$ cat config.mk
export PLATFORM = sky130hd
export DESIGN_NAME = math_cabs_cordic
export DESIGN_NICKNAME = d
export VERILOG_FILES = /design/src/rtl/math_cabs_cordic.sv
export SDC_FILE = /design/constraint.sdc
export NUM_CORES = 2
export LEC_CHECK = 0
export BUFFER_PORTS_ARGS = -buffer_cell sky130_fd_sc_hd__clkbuf_2
export CAP_MARGIN = 20
export CORE_ASPECT_RATIO = 0.5
export CORE_MARGIN = 10
export CORE_UTILIZATION = 50
export CTS_CLUSTER_SIZE = 25
export DETAILED_ROUTE_END_ITERATION = 10
export GPL_TIMING_DRIVEN = 0
export PLACE_DENSITY = 0.72
export SYNTH_ARGS = -nofsm -noshare
export SYNTH_HDL_FRONTEND = slang
export SYNTH_SLANG_ARGS = --single-unit
$ cat constraint.sdc
create_clock -name clk -period 4.5 [get_ports clk]
set_input_delay 0.9 -clock clk [delete_from_list [all_inputs] [get_ports clk]]
set_output_delay 0.9 -clock clk [all_outputs]
set_load 0.01 [all_outputs]
$ cat src/rtl/math_cabs_cordic.sv
// Pipelined complex magnitude |a + jb| by CORDIC vectoring, one sample per clock.
// Optional gain compensation stage: define MATH_CABS_GAIN_COMP_EN.
module math_cabs_cordic #(
  parameter int WIDTH  = 16,
  parameter int STAGES = 12,
  parameter int GUARD  = 2,
  parameter int TAG_W  = 4
) (
  input  logic                    clk,
  input  logic                    rst,
  input  logic                    ena,
  input  logic                    din_valid,
  input  logic signed [WIDTH-1:0] dina,
  input  logic signed [WIDTH-1:0] dinb,
  input  logic [TAG_W-1:0]        din_tag,
  output logic                    dout_valid,
  output logic [WIDTH:0]          dout,
  output logic [TAG_W-1:0]        dout_tag
);

  localparam int IW = WIDTH + 2 + GUARD;

  logic signed [IW-1:0] a_ext;
  logic signed [IW-1:0] b_ext;
  assign a_ext = {{2{dina[WIDTH-1]}}, dina, {GUARD{1'b0}}};
  assign b_ext = {{2{dinb[WIDTH-1]}}, dinb, {GUARD{1'b0}}};

  // index 0 is the pre-rotation register, index i+1 holds the result of micro-rotation i
  logic signed [IW-1:0] x_q   [0:STAGES];
  logic signed [IW-1:0] y_q   [0:STAGES-1];
  logic                 v_q   [0:STAGES];
  logic [TAG_W-1:0]     tag_q [0:STAGES];

  always_ff @(posedge clk or negedge rst) begin
    if (!rst) begin
      for (int i = 0; i <= STAGES; i++) begin
        x_q[i]   <= '0;
        v_q[i]   <= 1'b0;
        tag_q[i] <= '0;
      end
      for (int i = 0; i < STAGES; i++) y_q[i] <= '0;
    end else if (ena) begin
      if (a_ext[IW-1]) begin
        x_q[0] <= -a_ext;
        y_q[0] <= -b_ext;
      end else begin
        x_q[0] <= a_ext;
        y_q[0] <= b_ext;
      end
      v_q[0]   <= din_valid;
      tag_q[0] <= din_tag;
      for (int i = 0; i < STAGES - 1; i++) begin
        if (y_q[i][IW-1]) begin
          x_q[i+1] <= x_q[i] - (y_q[i] >>> i);
          y_q[i+1] <= y_q[i] + (x_q[i] >>> i);
        end else begin
          x_q[i+1] <= x_q[i] + (y_q[i] >>> i);
          y_q[i+1] <= y_q[i] - (x_q[i] >>> i);
        end
      end
      // the last rotation only needs x; its y result would never be read
      if (y_q[STAGES-1][IW-1])
        x_q[STAGES] <= x_q[STAGES-1] - (y_q[STAGES-1] >>> (STAGES - 1));
      else
        x_q[STAGES] <= x_q[STAGES-1] + (y_q[STAGES-1] >>> (STAGES - 1));
      for (int i = 0; i < STAGES; i++) begin
        v_q[i+1]   <= v_q[i];
        tag_q[i+1] <= tag_q[i];
      end
    end
  end

`ifdef MATH_CABS_GAIN_COMP_EN
  localparam int PW = IW + 17;
  localparam logic [PW-1:0] K_Q17 = PW'(79594);
  localparam logic [PW-1:0] RND   = PW'(1) << (16 + GUARD);

  // multiply by K and round half-up directly at the output LSB, dropping the guard bits
  logic [PW-1:0]    comp_sum;
  logic [WIDTH:0]   cx_q;
  logic             cv_q;
  logic [TAG_W-1:0] ctag_q;
  logic             unused_comp;
  assign comp_sum    = PW'($unsigned(x_q[STAGES])) * K_Q17 + RND;
  assign unused_comp = ^{comp_sum[PW-1], comp_sum[16+GUARD:0]};

  always_ff @(posedge clk or negedge rst) begin
    if (!rst) begin
      cx_q       <= '0;
      cv_q       <= 1'b0;
      ctag_q     <= '0;
      dout       <= '0;
      dout_valid <= 1'b0;
      dout_tag   <= '0;
    end else if (ena) begin
      cx_q       <= comp_sum[17+GUARD +: WIDTH+1];
      cv_q       <= v_q[STAGES];
      ctag_q     <= tag_q[STAGES];
      dout       <= cx_q;
      dout_valid <= cv_q;
      dout_tag   <= ctag_q;
    end
  end
`else
  // x is non-negative after pre-rotation, so its sign bit carries no information
  logic unused_trunc;
  assign unused_trunc = ^{x_q[STAGES][IW-1], x_q[STAGES][GUARD-1:0]};

  always_ff @(posedge clk or negedge rst) begin
    if (!rst) begin
      dout       <= '0;
      dout_valid <= 1'b0;
      dout_tag   <= '0;
    end else if (ena) begin
      dout       <= x_q[STAGES][GUARD +: WIDTH+1];
      dout_valid <= v_q[STAGES];
      dout_tag   <= tag_q[STAGES];
    end
  end
`endif

endmodule

After elaboration in Yosys (flattened, before gate mapping)
Cells that the tools add are included.
- flip-flop bits (word level): 585
- input bits: 40
- output and inout bits: 22
- word-level logic and storage cells: 126
- add/subtract/negate cells: 47
- muxes and demuxes: 25
- operator list (operator ; number):
    $mux 20 ; 23
    $add 20x11->20 ; 2
    $add 20x12->20 ; 2
    $add 20x13->20 ; 2
    $add 20x14->20 ; 2
    $add 20x15->20 ; 2
    $add 20x16->20 ; 2
    $add 20x17->20 ; 2
    $add 20x18->20 ; 2
    $add 20x19->20 ; 2
    $neg 18->20 ; 2
    $sub 20x11->20 ; 2
    $sub 20x12->20 ; 2
    $sub 20x13->20 ; 2
    $sub 20x14->20 ; 2
    $sub 20x15->20 ; 2
    $sub 20x16->20 ; 2
    $sub 20x17->20 ; 2
    $sub 20x18->20 ; 2
    $sub 20x19->20 ; 2
    $sub 20x20->20 ; 2
    $mux 19 ; 2
    $add 20x10->20 ; 1
    $add 20x20->20 ; 1
    5 further kinds ; 5

Depth between registers and ports, before layout
- depth after elaboration: 2
- gate-level depth with buffers: 17
- gate-level depth less buffers: 17

Worst setup path before layout
Ideal clock, no wire load.
- path kind: register to register
- start: reg x_q[228] in the netlist's numbering
- end: reg y_q[198] in the netlist's numbering
- library setup time: 125 ps
- data arrival time: 3626 ps
- required time: 4375 ps
- slack: 749 ps
- stages on the path, launching flop included: 14
- path buffers: 0
- period minus slack after synthesis: 3751 ps
- cells stage by stage: dfrtp_1 > or4_1 > or3_1 > nor2b_1 > nor3b_1 > nor2_1 > xnor2_1 > ha_1 > or2_2 > or4_1 > o311a_1 > a221oi_2 > xnor2_1 > mux2_2
- cells in the longest elaborated chain, start to end: 2
- elaborated cells on any way between the ends: 3
- those cells by class: add/sub: 2; mux: 1
- RTL lines (item ; line ; RTL):
    from (decl) ; 29 ; logic signed [IW-1:0] x_q [0:STAGES];
    from (signal, indexed assignment) ; 54 ; x_q[i+1] <= x_q[i] - (y_q[i] >>> i);
    from (signal, indexed assignment) ; 57 ; x_q[i+1] <= x_q[i] + (y_q[i] >>> i);
    from (signal, indexed assignment) ; 63 ; x_q[STAGES] <= x_q[STAGES-1] - (y_q[STAGES-1] >>> (STAGES - 1));
    $sub 20x19->20 / $add 20x19->20 (equally long branches) ; 58, 55 ;
    $mux 20 * ; 53 ; if (y_q[i][IW-1]) begin
    to (signal, indexed assignment) ; 55 ; y_q[i+1] <= y_q[i] + (x_q[i] >>> i);
    to (signal, indexed assignment) ; 58 ; y_q[i+1] <= y_q[i] - (x_q[i] >>> i);
    to (decl) ; 30 ; logic signed [IW-1:0] y_q [0:STAGES-1];
Every way passes the cells marked *; elsewhere a longest branch is shown, timed or not.
A chain may end at the register's enable or synchronous reset.

Final worst setup path
- start: reg y_q[179] in the netlist's numbering
- end: reg x_q[178] in the netlist's numbering
- cells in the longest elaborated chain, start to end: 2
- elaborated cells on any way between the ends: 3
- those cells by class: add/sub: 2; mux: 1
- RTL lines (item ; line):
    $add 20x17->20 / $sub 20x17->20 (equally long branches) ; 57, 54
    $mux 20 * ; 53
Marked as above.

==> impl_metrics.ini <==
[timing]
period_needed_ns = 4.332
rsz0062_at_grt = no
tightest_slew_ns = 1.295
period_share = 0.9628
finClkSkew_ns = 0.03178
timing.slew.headroom = 0.1368
max_freq_mhz = 230.8
drv_slew = 0
finalHoldViolCount = 0
worst_slack_ns = 0.1675
setup_viol_count_final = 0

[grt]
antenna_found_initial = 14
use_met1 = 0.3591
first_global_vias = 41560
busiest_layer = met2
use_met3 = 0.05909
grt_overflow = 0
grt_max_degree = 116
grt_pass1_wl_um = 243400
track_usage = 0.2817
grt_use_met2 = 0.4475

[logic_synthesis]
synth_edf_count = 0
async_flop_share = 1.000
synth_seq_area_share = 0.2928
synth_seq_cells = 560
synth_area_mm2 = 0.04786
ys_warn_count = 0
synth_ff_type = dfrtp_1
syn_inst = 5413
synth_fp_nets = 5948
synth_cell_types = 91
avgSynthCellArea_um2 = 8.842

[clocking]
clock_latency_ns = 0.67
cts_root_buffer = clkbuf_16
clkSlewWorstSetupHoldPaths_ns = 0.06
htreeDepth = 2
cts.sinks = 560
cts_buffer_depth = 3
cts_buffers = 58
cts_tree = yes
post_cts_buffers = 0
holdBufCountCts = 0

[setup_path]
setup.worst_path.start = y_q[179]
r2r_end = x_q[178]
cp_max_fo = 10
reg2reg_from = y_q[179]
reg2regPathDepth = 12
cp.required_ns = 4.99
setup.worst_path.end = x_q[178]
critPathMaxStageDelay_ns = 0.53
startpoint_type = register
cp_slowest_cell = clkbuf_1
critPathArrivalTime_ns = 4.83
worstPathCellList = clkbuf_1 -> clkbuf_1 -> mux2i_1 -> fa_1 -> a21o_1 -> a2111o_1 -> a2111oi_2 -> o21ai_0 -> a31o_2 -> a311oi_1 -> xor2_1 -> o21ai_0
crit_type = register to register
cp-end-kind = register
rrSetupSlack_ns = 0.17

[detailed_routing]
drtPass1Iterations = 6
drc = 0
drt_first_iter_violations = 3682
wl_per_cell_um = 23.27
wirelength_um = 160100
final_antenna_net_count = 0
via_per_inst = 6.233
vias = 42910

[place]
placed_area_mm2 = 0.05017
gp_congestion = 1.013
dp.final_hpwl_um = 125200
port_buffers = 59
dp_slack_ns = -0.04687

[worst_hold_path]
hold_path_class = input port to asynchronous set/reset pin

[layout]
layout-drive-gt1-share = 0.1047
final_nets = 6091
final_common_cell = dfrtp_1
final_util = 0.5508
fillCellCount = 8701
final_cell_mix = dfrtp_1 (560), nor2_1 (529), a21oi_1 (498), ha_1 (476), xnor2_1 (355)
syn_to_final_growth_pct = 9.422
fin_area_mm2 = 0.05237

[outcome]
outcome = complete, no violations

[floorplanning]
coreArea_mm2 = 0.09509
ios = 62
initial_core_util = 0.5033
dieArea_mm2 = 0.1093
placementRows = 80
die_x_um = 457.6
die_y_um = 238.8

[run]
cap_violations = 0
[metal layers]
metal	part of all wire	wire length, um	up-vias
met5	0.00062	100	-
met1	0.42	67070	20800
met3	0.083	13310	471
met4	0.058	9251	12
met2	0.44	70420	1730
li1	-	-	19900
[critical path, delay by kind of cell, from the launching register on]
kind	cells	cell delay, ns
flops	1	0.32
fa+ha+maj	1	0.48
mux	1	0.25
xor+xnor	1	0.19
buf+inv	2	0.99
compound gates	7	1.92
[stage by stage]
| stage | TNS (ns) | hold slack [ns] | cells |
|---|---|---|---|
| 2_1_floorplan | 0 | 0.4413 | 5413 |
| 3_3_place_gp | -5796.44 | 0.4692 | 6743 |
| 3_5_place_dp | -0.04687 | 0.4688 | 6763 |
| 4_1_cts | 0 | 0.3443 | 6871 |
| 5_1_grt | 0 | 0.3985 | 6876 |
| 6_report | 0 | 0.3513 | 6883 |
[flip-flops by register name (all words and copies together), names as in the netlist]
register	count
tag_q	52
y_q	224
dout_valid	1
v_q	13
x_q	249
dout_tag	4
dout	17
[layout make-up]
type	instances	area, um2	area share
Multi-Input combinational cell	4436	32300	0.6167
Clock inverter	31	447.9	0.008553
Buffer	185	726.9	0.01388
Timing Repair Buffer	83	749.5	0.01431
Inverter	232	870.8	0.01663
Clock buffer	77	1654	0.03158
Antenna cell	8	20.02	0.0003823
Tap cell	1271	1590	0.03037
Sequential cell	560	14010	0.2676
[logic make-up after synthesis]
kind of cell	after synthesis	share of synthesized area
flip-flops	560	0.2928
buffers and inverters	417	0.03294
multiplexers	365	0.08475
AO/OA/AOI/OAI	1479	0.1982
AND/OR/NAND/NOR	1516	0.1526
adder cells (fa/ha/maj)	495	0.1324
XOR/XNOR	581	0.1063
[worst min-delay path by stage]
stage / cells past startpoint / startpoint / endpoint
final: 1 / rst / y_q[222]
after global routing: 1 / rst / x_q[243]
after CTS: 1 / rst / y_q[222]
after detailed placement: 2 / x_q[20] / x_q[20]
after global placement: 2 / x_q[20] / x_q[20]
after floorplan: 2 / x_q[20] / x_q[20]
[Yosys cell counts (53+ instances only)]
master,n,area (um2)
a211oi_1,55,412.9
a21o_1,155,1164
a21oi_1,498,2492
a31oi_1,62,387.9
clkbuf_1,157,589.3
dfrtp_1,560,14010
ha_1,476,5956
inv_1,228,855.8
mux2_2,322,3626
nand2_1,306,1149
nand2b_1,56,350.3
nand3_1,75,375.4
nor2_1,529,1986
nor2b_1,69,431.7
nor3_1,166,830.8
o21a_1,85,638.1
o21ai_0,264,1321
o31ai_1,62,465.5
or3_1,53,331.6
xnor2_1,355,3109
xor2_1,226,1979
[repair_timing]
| action | 4_1_cts | 5_1_grt |
|---|---|---|
| setup endpoints to repair | 0 | 12 |
| resized for setup | 0 | 9 |
| endpoints found under the hold margin | 0 | 0 |
Power is not shown: default switching activity piles up to over one toggle a cycle in this logic, so the estimate is an artifact.
